<file path="src/rtl/xeng_acc_sched_pkg.sv">
// Shared types and helpers for the X-engine window scheduler.
package xeng_sched_pkg;

  // Width of an antenna index on the tag outputs (covers up to 256 antennas).
  localparam int ANT_IDX_W = 8;

  typedef enum logic [0:0] {
    IDLE = 1'b0,
    RUN  = 1'b1
  } sched_state_e;

  // Baseline pair currently being enumerated; b never exceeds a.
  typedef struct packed {
    logic [ANT_IDX_W-1:0] a;
    logic [ANT_IDX_W-1:0] b;
  } bl_pair_t;

  // Number of baselines (autos included) produced per accumulation window.
  function automatic int NBL(input int n_ants);
    return n_ants * (n_ants + 1) / 2;
  endfunction

endpackage

</file>
<file path="src/rtl/xeng_acc_sched_if.sv">
// Stream-side signals of the window scheduler: chain input framing,
// tap-chain sync, chain output valid and the per-word tags.
interface xeng_acc_sched_if #(
  parameter int N_CHANS_BITS = 8
);
  import xeng_sched_pkg::*;

  logic                    sync_in;
  logic                    din_valid;
  logic                    tap_sync;
  logic                    acc_valid_in;
  logic                    out_valid;
  logic [N_CHANS_BITS-1:0] out_chan;
  logic [ANT_IDX_W-1:0]    out_ant_a;
  logic [ANT_IDX_W-1:0]    out_ant_b;
  logic                    out_last;
  logic                    err_misalign;
  logic                    err_tag_ovf;
  logic                    err_tag_unf;

  // Environment side: drives framing and chain valid, observes tags.
  modport master (
    output sync_in, din_valid, acc_valid_in,
    input  tap_sync, out_valid, out_chan, out_ant_a, out_ant_b, out_last,
           err_misalign, err_tag_ovf, err_tag_unf
  );

  // Scheduler side.
  modport slave (
    input  sync_in, din_valid, acc_valid_in,
    output tap_sync, out_valid, out_chan, out_ant_a, out_ant_b, out_last,
           err_misalign, err_tag_ovf, err_tag_unf
  );

endinterface

</file>
<file path="src/rtl/xeng_acc_sched_tag_fifo.sv">
// Small register FIFO holding channel tags of windows that have started
// on the chain input but whose accumulations have not yet drained.
// A push into a full FIFO is accepted only if a pop happens the same cycle.
module sched_tag_fifo #(
  parameter int WIDTH      = 8,
  parameter int DEPTH_BITS = 2
) (
  input  logic             clk,
  input  logic             rst,
  input  logic             push,
  input  logic             pop,
  input  logic [WIDTH-1:0] din,
  output logic [WIDTH-1:0] dout,
  output logic             full,
  output logic             empty,
  output logic             drop
);

  localparam int DEPTH = 1 << DEPTH_BITS;
  localparam logic [DEPTH_BITS:0] DEPTH_CNT = (DEPTH_BITS + 1)'(DEPTH);

  logic [WIDTH-1:0]      mem_q [DEPTH];
  logic [WIDTH-1:0]      mem_d [DEPTH];
  logic [DEPTH_BITS-1:0] wr_ptr_q, wr_ptr_d;
  logic [DEPTH_BITS-1:0] rd_ptr_q, rd_ptr_d;
  logic [DEPTH_BITS:0]   count_q, count_d;
  logic                  do_push, do_pop;

  assign full    = (count_q == DEPTH_CNT);
  assign empty   = (count_q == '0);
  assign dout    = mem_q[rd_ptr_q];
  assign do_pop  = pop && !empty;
  assign do_push = push && (!full || do_pop);
  assign drop    = push && !do_push;

  // Next-state: write at the tail, advance head on pop, track occupancy.
  always_comb begin
    mem_d    = mem_q;
    wr_ptr_d = wr_ptr_q;
    rd_ptr_d = rd_ptr_q;
    count_d  = count_q;
    if (do_push) begin
      mem_d[wr_ptr_q] = din;
      wr_ptr_d        = wr_ptr_q + 1'b1;
    end
    if (do_pop) begin
      rd_ptr_d = rd_ptr_q + 1'b1;
    end
    case ({do_push, do_pop})
      2'b10:   count_d = count_q + 1'b1;
      2'b01:   count_d = count_q - 1'b1;
      default: count_d = count_q;
    endcase
  end

  // FIFO storage and pointers, cleared by synchronous reset.
  always_ff @(posedge clk) begin
    if (rst) begin
      for (int i = 0; i < DEPTH; i++) mem_q[i] <= '0;
      wr_ptr_q <= '0;
      rd_ptr_q <= '0;
      count_q  <= '0;
    end else begin
      mem_q    <= mem_d;
      wr_ptr_q <= wr_ptr_d;
      rd_ptr_q <= rd_ptr_d;
      count_q  <= count_d;
    end
  end

endmodule

</file>
<file path="src/rtl/xeng_acc_sched.sv">
// Window scheduler for the X-engine tap chain: frames the input sample
// stream into 2^SERIAL_ACC_LEN_BITS-sample windows, pulses tap_sync at each
// window start, and tags every chain output word with channel and baseline.
//
// state | meaning
// IDLE  | waiting for the first qualified sync_in; nothing is framed
// RUN   | framing windows; left only through rst
module xeng_acc_sched
  import xeng_sched_pkg::*;
#(
  parameter int SERIAL_ACC_LEN_BITS = 7,
  parameter int N_ANTS              = 32,
  parameter int N_CHANS_BITS        = 8,
  parameter int TAG_FIFO_DEPTH_BITS = 2
) (
  input logic              clk,
  input logic              rst,
  input logic              ce,
  xeng_acc_sched_if.slave  bus
);

  localparam logic [0:0]           S_IDLE   = IDLE;
  localparam logic [0:0]           S_RUN    = RUN;
  localparam logic [ANT_IDX_W-1:0] LAST_ANT = ANT_IDX_W'(N_ANTS - 1);

  logic [0:0]                     state_q, state_d;
  logic [SERIAL_ACC_LEN_BITS-1:0] scnt_q, scnt_d;
  logic [N_CHANS_BITS-1:0]        chan_q, chan_d;
  bl_pair_t                       pair_q, pair_d;

  logic                    tap_sync_q, tap_sync_d;
  logic                    out_valid_q, out_valid_d;
  logic [N_CHANS_BITS-1:0] out_chan_q, out_chan_d;
  logic [ANT_IDX_W-1:0]    out_ant_a_q, out_ant_a_d;
  logic [ANT_IDX_W-1:0]    out_ant_b_q, out_ant_b_d;
  logic                    out_last_q, out_last_d;
  logic                    err_misalign_q, err_misalign_d;
  logic                    err_tag_ovf_q, err_tag_ovf_d;
  logic                    err_tag_unf_q, err_tag_unf_d;

  logic                    sync_hit, misalign, win_start, acc_last, in_run;
  logic                    fifo_push, fifo_pop, fifo_full, fifo_empty, fifo_drop;
  logic [N_CHANS_BITS-1:0] fifo_head;

  // Decode window starts, resyncs and end-of-window on the chain output.
  always_comb begin
    in_run    = (state_q == S_RUN);
    sync_hit  = bus.sync_in && bus.din_valid;
    misalign  = in_run && sync_hit && (scnt_q != '0);
    win_start = in_run ? (bus.din_valid && (bus.sync_in || (scnt_q == '0)))
                       : sync_hit;
    acc_last  = (pair_q.a == LAST_ANT) && (pair_q.b == LAST_ANT);
    fifo_push = ce && win_start;
    fifo_pop  = ce && bus.acc_valid_in && acc_last;
  end

  sched_tag_fifo #(
    .WIDTH      (N_CHANS_BITS),
    .DEPTH_BITS (TAG_FIFO_DEPTH_BITS)
  ) u_tag_fifo (
    .clk   (clk),
    .rst   (rst),
    .push  (fifo_push),
    .pop   (fifo_pop),
    .din   (chan_q),
    .dout  (fifo_head),
    .full  (fifo_full),
    .empty (fifo_empty),
    .drop  (fifo_drop)
  );

  // Next-state for FSM, sample counter, channel counter and enumerator.
  always_comb begin
    state_d = state_q;
    scnt_d  = scnt_q;
    chan_d  = chan_q;
    pair_d  = pair_q;

    if (!in_run && sync_hit) state_d = S_RUN;

    // The window-start sample is sample 0, so the counter leaves it at 1;
    // a resync restarts the count from that sample.
    if (win_start || (in_run && bus.din_valid)) begin
      scnt_d = (win_start ? '0 : scnt_q) + 1'b1;
    end

    if (win_start) chan_d = chan_q + 1'b1;

    if (bus.acc_valid_in) begin
      if (acc_last) begin
        pair_d = '0;
      end else if (pair_q.b == pair_q.a) begin
        pair_d.a = pair_q.a + 1'b1;
        pair_d.b = '0;
      end else begin
        pair_d.b = pair_q.b + 1'b1;
      end
    end
  end

  // Next-state for the registered outputs and sticky error flags.
  always_comb begin
    tap_sync_d     = win_start;
    out_valid_d    = bus.acc_valid_in;
    out_last_d     = bus.acc_valid_in && acc_last;
    out_chan_d     = out_chan_q;
    out_ant_a_d    = out_ant_a_q;
    out_ant_b_d    = out_ant_b_q;
    err_misalign_d = err_misalign_q || misalign;
    err_tag_ovf_d  = err_tag_ovf_q || fifo_drop;
    err_tag_unf_d  = err_tag_unf_q || (bus.acc_valid_in && fifo_empty);

    // Words arriving with no pending window are still tagged, as channel 0.
    if (bus.acc_valid_in) begin
      out_chan_d  = fifo_empty ? '0 : fifo_head;
      out_ant_a_d = pair_q.a;
      out_ant_b_d = pair_q.b;
    end
  end

  // All state registers; ce low freezes everything, rst clears everything.
  always_ff @(posedge clk) begin
    if (rst) begin
      state_q        <= S_IDLE;
      scnt_q         <= '0;
      chan_q         <= '0;
      pair_q         <= '0;
      tap_sync_q     <= 1'b0;
      out_valid_q    <= 1'b0;
      out_chan_q     <= '0;
      out_ant_a_q    <= '0;
      out_ant_b_q    <= '0;
      out_last_q     <= 1'b0;
      err_misalign_q <= 1'b0;
      err_tag_ovf_q  <= 1'b0;
      err_tag_unf_q  <= 1'b0;
    end else if (ce) begin
      state_q        <= state_d;
      scnt_q         <= scnt_d;
      chan_q         <= chan_d;
      pair_q         <= pair_d;
      tap_sync_q     <= tap_sync_d;
      out_valid_q    <= out_valid_d;
      out_chan_q     <= out_chan_d;
      out_ant_a_q    <= out_ant_a_d;
      out_ant_b_q    <= out_ant_b_d;
      out_last_q     <= out_last_d;
      err_misalign_q <= err_misalign_d;
      err_tag_ovf_q  <= err_tag_ovf_d;
      err_tag_unf_q  <= err_tag_unf_d;
    end
  end

  assign bus.tap_sync     = tap_sync_q;
  assign bus.out_valid    = out_valid_q;
  assign bus.out_chan     = out_chan_q;
  assign bus.out_ant_a    = out_ant_a_q;
  assign bus.out_ant_b    = out_ant_b_q;
  assign bus.out_last     = out_last_q;
  assign bus.err_misalign = err_misalign_q;
  assign bus.err_tag_ovf  = err_tag_ovf_q;
  assign bus.err_tag_unf  = err_tag_unf_q;

endmodule

</file>
<file path="src/flat_wrapper.sv">
// flat-port wrapper written by rule: the top's interface ports become plain ports
module xeng_acc_sched_flat import xeng_sched_pkg::*;
#(
  parameter int SERIAL_ACC_LEN_BITS = 7,
  parameter int N_ANTS              = 32,
  parameter int N_CHANS_BITS        = 8,
  parameter int TAG_FIFO_DEPTH_BITS = 2
)
  (clk, rst, ce, bus_sync_in, bus_din_valid, bus_acc_valid_in, bus_tap_sync, bus_out_valid, bus_out_chan, bus_out_ant_a, bus_out_ant_b, bus_out_last, bus_err_misalign, bus_err_tag_ovf, bus_err_tag_unf);
  xeng_acc_sched_if #(.N_CHANS_BITS(N_CHANS_BITS)) bus_i ();
  input logic clk;
  input logic rst;
  input logic ce;
  input wire logic [$bits(bus_i.sync_in)-1:0] bus_sync_in;
  input wire logic [$bits(bus_i.din_valid)-1:0] bus_din_valid;
  input wire logic [$bits(bus_i.acc_valid_in)-1:0] bus_acc_valid_in;
  output wire logic [$bits(bus_i.tap_sync)-1:0] bus_tap_sync;
  output wire logic [$bits(bus_i.out_valid)-1:0] bus_out_valid;
  output wire logic [$bits(bus_i.out_chan)-1:0] bus_out_chan;
  output wire logic [$bits(bus_i.out_ant_a)-1:0] bus_out_ant_a;
  output wire logic [$bits(bus_i.out_ant_b)-1:0] bus_out_ant_b;
  output wire logic [$bits(bus_i.out_last)-1:0] bus_out_last;
  output wire logic [$bits(bus_i.err_misalign)-1:0] bus_err_misalign;
  output wire logic [$bits(bus_i.err_tag_ovf)-1:0] bus_err_tag_ovf;
  output wire logic [$bits(bus_i.err_tag_unf)-1:0] bus_err_tag_unf;
  assign bus_i.sync_in = bus_sync_in;
  assign bus_i.din_valid = bus_din_valid;
  assign bus_i.acc_valid_in = bus_acc_valid_in;
  assign bus_tap_sync = bus_i.tap_sync;
  assign bus_out_valid = bus_i.out_valid;
  assign bus_out_chan = bus_i.out_chan;
  assign bus_out_ant_a = bus_i.out_ant_a;
  assign bus_out_ant_b = bus_i.out_ant_b;
  assign bus_out_last = bus_i.out_last;
  assign bus_err_misalign = bus_i.err_misalign;
  assign bus_err_tag_ovf = bus_i.err_tag_ovf;
  assign bus_err_tag_unf = bus_i.err_tag_unf;
  xeng_acc_sched #(.SERIAL_ACC_LEN_BITS(SERIAL_ACC_LEN_BITS), .N_ANTS(N_ANTS), .N_CHANS_BITS(N_CHANS_BITS), .TAG_FIFO_DEPTH_BITS(TAG_FIFO_DEPTH_BITS)) u_core (.clk(clk), .rst(rst), .ce(ce), .bus(bus_i));
endmodule
</file>
<file path="config.mk">
export PLATFORM = sky130hd
export DESIGN_NAME = xeng_acc_sched_flat
export DESIGN_NICKNAME = d
export VERILOG_FILES = /design/src/rtl/xeng_acc_sched_pkg.sv /design/src/rtl/xeng_acc_sched_if.sv /design/src/rtl/xeng_acc_sched_tag_fifo.sv /design/src/rtl/xeng_acc_sched.sv /design/src/flat_wrapper.sv
export SDC_FILE = /design/constraint.sdc
export NUM_CORES = 1
export LEC_CHECK = 0
export ABC_AREA = 1
export BUFFER_PORTS_ARGS = -buffer_cell sky130_fd_sc_hd__buf_2
export CAP_MARGIN = 5
export CELL_PAD_IN_SITES_DETAIL_PLACEMENT = 0
export CELL_PAD_IN_SITES_GLOBAL_PLACEMENT = 1
export CORE_AREA = 2 2 84 147
export DETAILED_ROUTE_END_ITERATION = 12
export DIE_AREA = 0 0 86 149
export MAX_ROUTING_LAYER = met4
export PLACE_DENSITY = 0.74
export SLEW_MARGIN = 20
export SYNTH_ARGS = -nofsm -noshare
export SYNTH_HDL_FRONTEND = slang
export SYNTH_SLANG_ARGS = --single-unit
</file>
<file path="constraint.sdc">
create_clock -name clk -period 2.6 [get_ports clk]
set_input_delay 0.39 -clock clk [delete_from_list [all_inputs] [get_ports clk]]
set_output_delay 0.39 -clock clk [all_outputs]
set_load 0.01 [all_outputs]
</file>
==> results of run 1 <==
-- metrics by stage --
stage / hold WS, ns / area [sq um]
after floorplan: 0.4515 / 4910
after global placement: 0.4401 / 5230
after detailed placement: 0.4516 / 5230
after CTS: 0.3554 / 5508
after global routing: 0.3780 / 5512
final: 0.3688 / 5512
-- state kept, by name (all words and copies together), names as in the netlist --
register	flops
u_core.u_tag_fifo.count_q	3
u_core.bus.out_ant_b	8
u_core.bus.out_ant_a	8
u_core.bus.err_tag_ovf	1
u_core.u_tag_fifo.mem_q	32
u_core.bus.tap_sync	1
u_core.bus.err_misalign	1
u_core.u_tag_fifo.rd_ptr_q	2
u_core.scnt_q	7
u_core.bus.out_valid	1
u_core.bus.out_last	1
u_core.pair_q	16
u_core.bus.out_chan	8
u_core.bus.err_tag_unf	1
u_core.in_run	1
u_core.u_tag_fifo.wr_ptr_q	2
u_core.chan_q	8
-- routing by layer --
layer | GRT usage [%] | up-vias | part of all wire [%]
li1 | - | 2279 | -
met1 | 22.98 | 1995 | 42
met4 | 9.127 | 0 | 2.9
met3 | 2.933 | 19 | 2.2
met5 | - | - | 0
met2 | 37.21 | 66 | 53
-- synthesized netlist by cell type --
cell                       number
sky130_fd_sc_hd__buf_1          1
sky130_fd_sc_hd__o21ai_0       41
sky130_fd_sc_hd__clkbuf_1      18
sky130_fd_sc_hd__nand3b_1       2
sky130_fd_sc_hd__nand4_1        8
sky130_fd_sc_hd__nand3_1       18
sky130_fd_sc_hd__o21ai_1        2
sky130_fd_sc_hd__nand2_4        1
sky130_fd_sc_hd__a31oi_1        2
sky130_fd_sc_hd__and3_1         2
sky130_fd_sc_hd__nor3b_2        1
sky130_fd_sc_hd__xnor2_1        4
sky130_fd_sc_hd__buf_4          4
sky130_fd_sc_hd__nor2_1       117
sky130_fd_sc_hd__inv_2          4
sky130_fd_sc_hd__buf_6          4
sky130_fd_sc_hd__nor2_8         1
sky130_fd_sc_hd__inv_1         79
sky130_fd_sc_hd__nand3_4        5
sky130_fd_sc_hd__nand2_8        1
sky130_fd_sc_hd__a21oi_1       67
sky130_fd_sc_hd__nor3b_1        1
sky130_fd_sc_hd__fa_1           1
sky130_fd_sc_hd__nand2_1      168
sky130_fd_sc_hd__nand3_2        1
sky130_fd_sc_hd__xor2_1         6
sky130_fd_sc_hd__nor3_4         2
sky130_fd_sc_hd__clkinv_1       2
sky130_fd_sc_hd__nor3_1        12
sky130_fd_sc_hd__nand2_2       14
sky130_fd_sc_hd__nor2_4         2
sky130_fd_sc_hd__buf_2          3
sky130_fd_sc_hd__a211oi_1       1
sky130_fd_sc_hd__ha_1           9
sky130_fd_sc_hd__o21bai_1       1
sky130_fd_sc_hd__dfxtp_1      101
-- power breakdown --
group	leakage [nW]	total (mW)	internal [mW]	switching, mW
registers	0.819	1.61	1.59	0.0272
clock network	0.125	1.27	0.657	0.609
logic	1.68	0.261	0.0821	0.179
-- cell type report --
type,count,area (sq um)
clock buffers,10,229.0
clock inverters,6,48.80
repair buffers,53,310.3
well taps,137,171.4
inverters,85,319.1
fillers,1198,6226
flip-flops and latches,101,2023
multi-input cells,490,2410
-- worst max-delay path: stages, from the launching register on --
cell                      delay [ns]
sky130_fd_sc_hd__dfxtp_2        0.35
sky130_fd_sc_hd__ha_1           0.19
sky130_fd_sc_hd__nand2_2        0.07
sky130_fd_sc_hd__nor2_4         0.13
sky130_fd_sc_hd__nand2_4        0.09
sky130_fd_sc_hd__nor2_8         0.12
sky130_fd_sc_hd__nand3_4        0.13
sky130_fd_sc_hd__nor2_2         0.13
sky130_fd_sc_hd__ha_1           0.15
sky130_fd_sc_hd__inv_1          0.06
sky130_fd_sc_hd__fa_1           0.38
sky130_fd_sc_hd__a21oi_1        0.14
sky130_fd_sc_hd__o21ai_0        0.11
sky130_fd_sc_hd__o21ai_0        0.15
sky130_fd_sc_hd__a21oi_1        0.05
-- kinds of logic after synthesis --
family	Yosys count	share of synthesized area (%)
xor+xnor	10	1.784
fa+ha+maj	10	2.701
flops	101	41.18
compound gates	114	11.77
simple gates	356	32.77
buf+inv	115	9.786
-- how the worst min path moves through the flow --
stage / endpoint / slack (ns) / cells past startpoint
5_1_grt: u_core.pair_q[14]$_SDFFE_PP0P_ / 0.38 / 3
3_5_place_dp: u_core.bus.err_tag_unf$_SDFFE_PP0P_ / 0.45 / 2
3_3_place_gp: u_core.bus.err_tag_unf$_SDFFE_PP0P_ / 0.44 / 2
6_report: u_core.pair_q[14]$_SDFFE_PP0P_ / 0.37 / 3
2_1_floorplan: u_core.in_run$_SDFFE_PP0P_ / 0.45 / 2
4_1_cts: u_core.pair_q[14]$_SDFFE_PP0P_ / 0.36 / 3
-- what timing repair did --
action	in CTS	in global routing
resized for setup	0	2
hold buffers	0	0
setup endpoints to repair	0	2
==> metrics list, run 1 <==
- Rows: 53
- Summing internal, switching and leakage power gives 3.141 mW.
- Worst-skew pair later-pin latency: 0.34 ns
- Count of warnings emitted by yosys: 0
- Average wire length per cell after detail routing: 13.74 microns
- Status: completed
* Number of cells in the finished layout apart from fillers: 882
- sky130_fd_sc_hd__dfxtp_1 takes more of the synthesized area than any other cell.
- Worst hold path class: input port to flop
- Sorting the synthesized cells by area gives the leading types as sky130_fd_sc_hd__dfxtp_1 (41%), sky130_fd_sc_hd__nand2_1 (13%), sky130_fd_sc_hd__nor2_1 (8.9%), sky130_fd_sc_hd__a21oi_1 (6.8%), sky130_fd_sc_hd__inv_1 (6.0%).
- Based on the critical path, the design can be clocked at up to 421.1 MHz.
- Worst-path fanout max: 5
- Sink Count: 101
* Total DRC errors in the routed layout: 0
- The count of nets left with antenna violations once routing finished came out at 0.
- Overall via count from detail_route: 4359
- When the netlist entered floorplanning its net count stood at 722.
* Die X: 86 microns
- Total of flip-flops plus latches after synthesis: 101
- The first global-routing pass estimated 20.47 mm of wire.
* Area enclosed by the die boundary: 0.01281 sq mm
- Once detailed placement completed, the half-perimeter wirelength came to 8.773 mm.
* Initial core utilization: 41.83%
- Last weighted congestion value of the routability-driven placer: 0.8997
* DRC marker count from the first detailed-route iteration: 160
* Post-synth cell types: 36
- Post-synthesis instance area: 0.004910 sq mm
* Startpoint kind of the worst setup timing path: flop
- In this run the power density over the cells is 570.0 mW/mm^2.
- Path type of the worst setup path: flop to flop
* Data required time of the critical path: 2.83 ns
* Pin count of the biggest net entering global routing: 42
- Setup violations remaining at the end of the flow were counted as 0.
* Final WS setup: 0.2254 ns
- Input and output buffers added on the ports amount to 35.
* Slew Limit Fails: 0
- Min Tclk post-route: 2.375 ns
- TritonCTS built the clock tree.
- At the worst endpoint, the arrival time is 2.61 ns.
- In this run the critical register-to-register path is launched from u_core.pair_q[0]$_SDFFE_PP0P_.
- Post-placement cell count: 866
- The critical path starts at u_core.pair_q[0]$_SDFFE_PP0P_.
- Using the TritonRoute via totals, the vias-per-cell ratio works out to 4.942.
- Vias in the first global route: 4255
* Maximum vdd ir drop: 0.3345 mV
- Clock-pin slew was measured on the worst setup and hold paths at 0.07 ns.
- Measured in cells, the most critical reg-to-reg path has a length of 14.
- After routing, the total negative slack on setup checks comes to 0 ns.
* Setup repair after global routing missed its margin: false
* Portion of the clock cycle consumed by the worst path in the final layout: 91.33%
- Mean instance size in the synthesized netlist: 6.954 sq um
- For the pin with the worst max-slew slack, the measured transition is 0.6325 ns.
- For this design the top-level I/O count stands at 36.
- After floorplanning, the core was sized to cover 0.01174 sq mm.
- From synthesis to final layout, the design area changed by 12.26%.
- Of the cells placed in the final design, the portion with a size suffix greater than 1 is 13.83%.
- Endpoint type of the worst setup path: flop
- Startpoint of the lowest-slack hold path: bus_acc_valid_in
* Root cell of the clock tree: sky130_fd_sc_hd__clkbuf_16
* Seq/Total Area, Yosys: 41.18%
- The analysis attributes to cell leakage a power of 2.623 nW.
- Synth top area share: 41.18%
- Die Height: 149 microns
- Number of nets in the finished design: 756
* Initial antenna violation count: 0
- Counting every instance in the synthesized netlist gives 706.
* Final Hold Viols: 0
- Capture point of the worst path: u_core.u_tag_fifo.count_q[2]$_SDFFE_PP0P_
* Buffer depth of the longest clock path: 2
* Diodes inserted: 0
* Most frequent cells in the layout: sky130_fd_sc_hd__nand2_1 (168), sky130_fd_sc_hd__nor2_1 (116), sky130_fd_sc_hd__dfxtp_1 (100)
- Setup slack on the worst reg-to-reg path comes out at 0.23 ns.
- # Post-CTS Setup Buffers: 0
- Across the run, the number of max-cap violations was 0.
- Total detailed-routing wirelength: 12.12 mm
- The H-tree was split into 3 levels.
- TritonCTS buffer count: 9
- Overflow after GRT: 0
* GR Util All Layers: 20.99%
- Number of iterations in the first detailed-routing pass: 4
- Worst Clk Skew: 0.007025 ns
* Utilization after layout: 46.96%
* Most common cell after layout, fill and taps aside: sky130_fd_sc_hd__nand2_1
- Worst max-slew margin expressed relative to the limit: 57.68%
* Critical register-to-register path endpoint: u_core.u_tag_fifo.count_q[2]$_SDFFE_PP0P_
- Worst setup slack after placement: 0.1703 ns
No activity file was read; power rests on OpenSTA's default activity.
==> run 2: changes to the inputs <==
--- a/config.mk
+++ b/config.mk
@@ -13,6 +13,7 @@
 export CORE_AREA = 2 2 84 147
 export DETAILED_ROUTE_END_ITERATION = 12
 export DIE_AREA = 0 0 86 149
+export GPL_TIMING_DRIVEN = 0
 export MAX_ROUTING_LAYER = met4
 export PLACE_DENSITY = 0.74
 export SLEW_MARGIN = 20
==> metrics list, run 2 (synthesis gave the netlist of run 1 again) <==
- Setup repair after global routing missed its margin: false (unchanged).
- Diodes inserted: 0 (unchanged)
- Vias in the first global route: 4243 (was 4255)
- Number of port buffers: 35 (unchanged)
- Die X: 86 microns (unchanged)
- The area after detailed placement was 0.005256 sq mm (was 0.005230 sq mm).
- Most frequent cells in the layout: sky130_fd_sc_hd__nand2_1 (168), sky130_fd_sc_hd__nor2_1 (115), sky130_fd_sc_hd__dfxtp_1 (97) (was sky130_fd_sc_hd__nand2_1 (168), sky130_fd_sc_hd__nor2_1 (116), sky130_fd_sc_hd__dfxtp_1 (100)).
* Count of maximum capacitance violations: 0 (unchanged)
- The internal power consumption came to 2.420 mW (was 2.326 mW).
- The fill cell total of the finished layout came to 1234 (was 1198).
- Layout cell share with drive strength beyond 1: 13.80% (was 13.83%)
- Number of nets in the finished design: 772 (was 756)
- The maximum number of pins on one net before global-route repair was 18 (was 42).
- Portion of the clock cycle consumed by the worst path in the final layout: 93.79% (was 91.33%)
- The worst max-slew margin expressed relative to the limit is 50.52% (was 57.68%).
* Worst-path fanout max: 5 (unchanged)
- Root cell of the clock tree: sky130_fd_sc_hd__clkbuf_16 (unchanged)
* Switching fraction of total power: 25.45% (was 25.96%)
- The vias per cell came to 4.862 (was 4.942).
* Average wire length per cell after detail routing: 15.27 microns (was 13.74 microns)
- Area enclosed by the die boundary: 0.01281 sq mm (unchanged)
* Flip-flop count of the largest register after layout: 32 (unchanged)
- The critical path class is flop to flop (unchanged).
- H-tree depth reported by CTS: 3 (unchanged)
- CTS tree: done (unchanged)
* Power density normalized to cell area: 579.5 mW/mm^2 (was 570.0 mW/mm^2)
* Final Hold Viols: 0 (unchanged)
- The logic gate share of total power was 8.5% (was 8.3%).
- The launch point of the critical path is u_core.pair_q[1]$_SDFFE_PP0P_ (was u_core.pair_q[0]$_SDFFE_PP0P_).
* Status: completed (unchanged)
- The worst-case clock skew is 0.007579 ns (was 0.007025 ns).
- The proportion of power drawn by the clock network was 41.8% (was 40.3%).
- Initial core utilization: 41.83% (unchanged)
- The final antenna-violating net count is 0 (unchanged).
- The global placer's final weighted congestion was 0.8762 (was 0.8997).
* Final-layout setup total negative slack: 0 ns (unchanged)
- The launch instance of the worst register-to-register path was u_core.pair_q[1]$_SDFFE_PP0P_ (was u_core.pair_q[0]$_SDFFE_PP0P_).
- The footprint of the flip-flops and latches is 0.002027 sq mm (was 0.002023 sq mm).
- Post-DP HPWL: 10.49 mm (was 8.773 mm)
- The initial detailed-routing violation count was 220 (was 160).
- Overflow after GRT: 0 (unchanged)
- Max Clock Freq: 410.1 MHz (was 421.1 MHz)
* Chain of cells forming the critical path: ha_1 -> nand2_2 -> nor2_4 -> nand2_4 -> nor2_8 -> nand3_4 -> nor2_4 -> ha_1 -> inv_1 -> fa_1 -> a21oi_1 -> o21ai_0 -> o21ai_1 -> a21oi_1 (was ha_1 -> nand2_2 -> nor2_4 -> nand2_4 -> nor2_8 -> nand3_4 -> nor2_2 -> ha_1 -> inv_1 -> fa_1 -> a21oi_1 -> o21ai_0 -> o21ai_0 -> a21oi_1)
* Rows: 53 (unchanged)
- Growth of design area from synthesis to finish: 14.09% (was 12.26%)
* Metal-1 WL: 5.385 mm (was 5.040 mm)
- The transition time at the pin with the least slew margin was 0.7366 ns (was 0.6325 ns).
* Data required time of the critical path: 2.83 ns (about the same)
- The number of antenna violations at the first check in global routing was 0 (unchanged).
- The chip height is 149 microns (unchanged).
- Sink Count: 101 (unchanged)
* CP peak stage delay: 0.39 ns (was 0.38 ns)
- The clock latency reported for the late side of the worst-skew pair came to 0.35 ns (was 0.34 ns).
* Total core area: 0.01174 sq mm (unchanged)
- The sort of element at the end of the critical path was a flop (unchanged).
- The multi-input gate area in the final layout was 0.002420 sq mm (was 0.002410 sq mm).
* Largest register by flop count: u_core.u_tag_fifo.mem_q (unchanged)
* Met2 routed WL: 7.758 mm (was 6.459 mm)
* Met3 layer wire length in the routed design: 317 microns (was 270 microns)
- The final wirelength was 13.71 mm (was 12.12 mm).
* Number of hold-repair buffers added at the cts stage: 0 (unchanged)
- The number of vias in the routed layout is 4366 (was 4359).
- The number of setup violations in the final report is 0 (unchanged).
* Maximum vdd ir drop: 0.3232 mV (was 0.3345 mV)
- The worst path arrival time is 2.67 ns (was 2.61 ns).
- Uppermost metal layer occupied by signal nets: met4 (unchanged)
- The leakage component of the power is 2.647 nW (was 2.623 nW).
- Buffer depth of the longest clock path: 2 (unchanged)
* Clock slew seen by the registers of the worst setup and hold paths: 0.07 ns (about the same)
- The I/O pin count came to 36 (unchanged).
* Most common cell after layout, fill and taps aside: sky130_fd_sc_hd__nand2_1 (unchanged)
- The post-layout minimum cycle time is 2.439 ns (was 2.375 ns).
* Total DRC errors in the routed layout: 0 (unchanged)
* GR Util All Layers: 22.97% (was 20.99%)
- The sequential cell fraction of total power is 49.8% (was 51.4%).
* Net Switching: 0.8261 mW (was 0.8154 mW)
* Startpoint of the lowest-slack hold path: bus_acc_valid_in (unchanged)
- Number of iterations in the first detailed-routing pass: 4 (unchanged)
* Startpoint kind of the worst setup timing path: flop (unchanged)
- Worst hold path class: input port to flop (unchanged)
* Slowest cell on crit path: sky130_fd_sc_hd__fa_1 (unchanged)
- Slew Limit Fails: 0 (unchanged)
* TritonCTS buffer count: 9 (unchanged)
* Largest registers: u_core.u_tag_fifo.mem_q: 32 flops, u_core.pair_q: 16 flops (unchanged)
* First-pass GRT wire length: 21.89 mm (was 20.47 mm)
* Post-route standard cell area excluding fillers: 0.005602 sq mm (was 0.005512 sq mm)
[run 2: power groups by stage]
stage / clock network (mW) / logic, mW / registers [mW]
final: 1.36 / 0.276 / 1.62
after global routing: 1.45 / 0.311 / 1.62
after CTS: 1.40 / 0.279 / 1.61
after detailed placement: 0 / 0.277 / 1.65
after global placement: 0 / 0.272 / 1.65
after floorplan: 0 / 0.175 / 1.65
[run 2: what timing repair did]
item,in CTS,in global routing
pin swaps,1,2
resized for setup,3,6
setup endpoints to repair,2,2
setup buffers,0,4
[run 2: metrics by stage]
step	setup slack [ns]	hold WS [ns]	utilization (%)	power, mW	cells
floorplan	0.2760	0.4515	-	1.827	706
global route	0.02079	0.3686	47.72	3.384	898
CTS	0.02892	0.3514	47.40	3.289	894
detailed placement	-0.1327	0.4558	44.78	1.927	878
global placement	-0.08337	0.4403	44.78	1.921	878
finish	0.1615	0.3684	47.72	3.246	898
[run 2: metal layers]
metal  track usage, %  up-vias
li1                 -     2312
met1            23.59     1981
met2            43.95       60
met3            3.210       13
met4            6.905        0
met5                -        -
[run 2: area by class of cell]
cell class / instances / share of cell area (%)
plain buffers: 30 / 2.881
multi-input cells: 490 / 43.20
inverters: 85 / 5.696
flip-flops and latches: 101 / 36.18
clock buffers: 9 / 4.021
well taps: 137 / 3.060
clock inverters: 7 / 1.296
repair buffers: 39 / 3.663
[run 2: final timing paths]
kind | endpoint | slack (ns) | cells past startpoint
setup reg to reg | u_core.u_tag_fifo.count_q[2]$_SDFFE_PP0P_ | 0.16 | 14
hold reg to reg | u_core.bus.err_tag_unf$_SDFFE_PP0P_ | 0.46 | 2
setup / recovery | u_core.u_tag_fifo.count_q[2]$_SDFFE_PP0P_ | 0.16 | 14
hold / removal | u_core.pair_q[14]$_SDFFE_PP0P_ | 0.37 | 3
[run 2: worst max-delay path, delay by kind of cell (launching register included)]
family                   cells  cell delay (ns)
adder cells (fa/ha/maj)      3             0.72
AND/OR/NAND/NOR              6             0.71
AO/OA/AOI/OAI                4             0.45
flip-flops                   1             0.37
buffers and inverters        1             0.07
==> run 3: changes to the inputs <==
==> constraint.sdc (replaced) <==
create_clock -name clk -period 2.3 [get_ports clk]
set_input_delay 0.345 -clock clk [delete_from_list [all_inputs] [get_ports clk]]
set_output_delay 0.345 -clock clk [all_outputs]
set_load 0.01 [all_outputs]
==> metrics list, run 3 (synthesis gave the netlist of run 1 again) <==
- The register with the most flip-flops is u_core.u_tag_fifo.mem_q (unchanged).
* # IOs: 36 (unchanged)
- Data arrival time at the worst-slack endpoint: 2.48 ns (was 2.67 ns)
* Average wire length per cell after detail routing: 15.21 microns (was 15.27 microns)
* Total DRC errors in the routed layout: 0 (unchanged)
- The number of global-route vias before repair is 4415 (was 4243).
* Most frequent cells in the layout: sky130_fd_sc_hd__nand2_1 (167), sky130_fd_sc_hd__nor2_1 (115), sky130_fd_sc_hd__dfxtp_1 (97) (was sky130_fd_sc_hd__nand2_1 (168), sky130_fd_sc_hd__nor2_1 (115), sky130_fd_sc_hd__dfxtp_1 (97))
- Initial core utilization: 41.83% (unchanged)
- The clock tree root driver cell is sky130_fd_sc_hd__clkbuf_16 (unchanged).
- The most common cell after layout, fill and taps aside is sky130_fd_sc_hd__nand2_1 (unchanged).
* Worst setup slack after placement: -0.3058 ns (was -0.1327 ns)
* Clock slew seen by the registers of the worst setup and hold paths: 0.08 ns (was 0.07 ns)
* CTS tree: done (unchanged)
- Number of port buffers: 35 (unchanged)
- The highest achievable clock rate came to 447.1 MHz (was 410.1 MHz).
- The worst max-slew margin expressed relative to the limit came to 51.46% (was 50.52%).
- Average via count per standard cell: 4.983 (was 4.862)
- The number of antenna violations at the first check in global routing came to 0 (unchanged).
- The share of final-layout standard cells stronger than drive strength 1 came to 16.19% (was 13.80%).
- First-pass GRT wire length: 22.32 mm (was 21.89 mm)
* Die Height: 149 microns (unchanged)
- Slew at the pin closest to its max-slew limit: 0.7225 ns (was 0.7366 ns)
* Total of endpoints with negative setup slack in the final report: 0 (unchanged)
- Multi-input logic area: 0.002477 sq mm (was 0.002420 sq mm)
- Buffer depth of the longest clock path: 2 (unchanged)
- GR Util All Layers: 23.35% (was 22.97%)
- Startpoint kind of the worst setup timing path: flop (unchanged)
* Post-route standard cell area excluding fillers: 0.005733 sq mm (was 0.005602 sq mm)
* Endpoint type of the worst setup path: flop (unchanged)
- The H-tree depth reported by CTS is 3 (unchanged).
- Number of cells in the finished layout apart from fillers: 909 (was 898)
* Number of hold-repair buffers added at the cts stage: 0 (unchanged)
* Maximum vdd ir drop: 0.4693 mV (was 0.3232 mV)
* Number of nets in the finished design: 783 (was 772)
- The flip-flop count of the largest register after layout came to 32 (unchanged).
* Min Tclk post-route: 2.237 ns (was 2.439 ns)
* Worst-skew pair later-pin latency: 0.35 ns (about the same)
* Worst-path fanout max: 4 (was 5)
- Power density normalized to cell area: 630.9 mW/mm^2 (was 579.5 mW/mm^2)
* Diodes inserted: 0 (unchanged)
* Slew Limit Fails: 0 (unchanged)
- The detailed placer's ending HPWL was 10.41 mm (was 10.49 mm).
- Total detailed-routing wirelength: 13.83 mm (was 13.71 mm)
- The critical path required time was 2.54 ns (was 2.83 ns).
* Rows: 53 (unchanged)
- The path class of the lowest-slack min-delay path is input port to flop (unchanged).
- Largest registers: u_core.u_tag_fifo.mem_q: 32 flops, u_core.pair_q: 16 flops (unchanged).
- The iteration count of the initial detailed-routing pass was 5 (was 4).
- The maximum number of pins on one net before global-route repair was 19 (was 18).
- Last weighted congestion value of the routability-driven placer: 0.8904 (was 0.8762)
* Path type of the worst setup path: flop to flop (unchanged)
- Leakage power: 2.713 nW (was 2.647 nW)
- The final-report hold violation count came to 0 (unchanged).
* Total core area: 0.01174 sq mm (unchanged)
* Portion of the clock cycle consumed by the worst path in the final layout: 97.24% (was 93.79%)
- Overflow after GRT: 0 (unchanged)
- The clock buffer count from CTS came to 9 (unchanged).
- Post-placement cell count: 878 (unchanged)
* Total placed instance area: 0.005261 sq mm (was 0.005256 sq mm)
- Sink Count: 101 (unchanged)
* Filler cell count in the final layout: 1215 (was 1234)
- The floorplan die area is 0.01281 sq mm (unchanged).
- The footprint of the flip-flops and latches came to 0.002029 sq mm (was 0.002027 sq mm).
- The final critical-path setup slack is 0.06349 ns (was 0.1615 ns).
- The number of violations of the max-capacitance limit came to 0 (unchanged).
* Status: completed (unchanged)
* DRC marker count from the first detailed-route iteration: 234 (was 220)
* Setup repair after global routing missed its margin: true (was false)
- The final antenna-violating net count was 0 (unchanged).
* Worst Clk Skew: 0.008912 ns (was 0.007579 ns)
- The area overhead of the layout relative to synthesis is 16.77% (was 14.09%).
- Die X: 86 microns (unchanged)
* Overall via count from detail_route: 4530 (was 4366)
run 3: cell types whose count changed in the layout (fill, tap and decap cells not counted), sizes merged:
cell    delta
inv        +1
buf       +11
bufinv     -1
run 3: path summary, 6_finish.rpt:
path / startpoint / end / slack [ns] / depth (start not counted)
worst max-delay path: u_core.pair_q[1]$_SDFFE_PP0P_ / u_core.u_tag_fifo.count_q[2]$_SDFFE_PP0P_ / 0.06 / 14
worst max register to register: u_core.pair_q[1]$_SDFFE_PP0P_ / u_core.u_tag_fifo.count_q[2]$_SDFFE_PP0P_ / 0.06 / 14
worst min-delay path: bus_acc_valid_in / u_core.pair_q[14]$_SDFFE_PP0P_ / 0.33 / 3
worst min register to register: u_core.bus.err_tag_unf$_SDFFE_PP0P_ / u_core.bus.err_tag_unf$_SDFFE_PP0P_ / 0.45 / 2
run 3: report_power, final:
group / switching (mW) / internal (mW) / leakage, nW
registers: 0.0320 / 1.79 / 0.821
clock network: 0.721 / 0.750 / 0.133
logic: 0.222 / 0.0977 / 1.76
total: 0.975 / 2.64 / 2.71
run 3: repair_timing:
item                       4_1_cts  5_1_grt
pin swaps                        5       10
buffers inserted                 9        6
setup endpoints to repair        2        2
resized for setup               13       10
run 3: through the flow:
stage                     setup TNS (ns)  hold slack (ns)  power, mW  utilization, %
after global routing             -0.1067           0.3577      3.762           48.84
after floorplan                        0           0.4515      2.065               -
final                                  0           0.3254      3.617           48.84
after global placement           -0.4887           0.4393      2.173           44.82
after detailed placement         -0.5119           0.4383      2.178           44.82
after CTS                              0           0.3159      3.648           48.15
run 3: worst max-delay path, stage by stage (launching register included):
cell and delay (ns):
sky130_fd_sc_hd__dfxtp_2 0.36, sky130_fd_sc_hd__ha_4 0.16, sky130_fd_sc_hd__nand2_4 0.05, sky130_fd_sc_hd__nor2_4 0.12
sky130_fd_sc_hd__nand2_4 0.08, sky130_fd_sc_hd__nor2_8 0.11, sky130_fd_sc_hd__nand3_4 0.14, sky130_fd_sc_hd__nor2_4 0.15
sky130_fd_sc_hd__ha_4 0.15, sky130_fd_sc_hd__inv_4 0.04, sky130_fd_sc_hd__fa_2 0.37, sky130_fd_sc_hd__a21oi_2 0.14
sky130_fd_sc_hd__o21ai_2 0.07, sky130_fd_sc_hd__o21ai_1 0.12, sky130_fd_sc_hd__a21oi_1 0.05
run 3: area by class of cell:
cell class,count,area share (%)
tap,137,2.990
timing repair buffer,50,5.020
inverter,85,5.609
sequential,101,35.40
clock inverter,7,1.026
buffer,30,2.815
clock buffer,9,3.928
multi-input combinational,490,43.21
run 3: layer usage:
metal | track usage, % | share of wire, % | routed length [microns]
met2 | 42.02 | 54 | 7415
met4 | 11.83 | 4.2 | 587
met1 | 24.11 | 39 | 5397
met3 | 3.542 | 3.1 | 429
met5 | - | 0 | 0
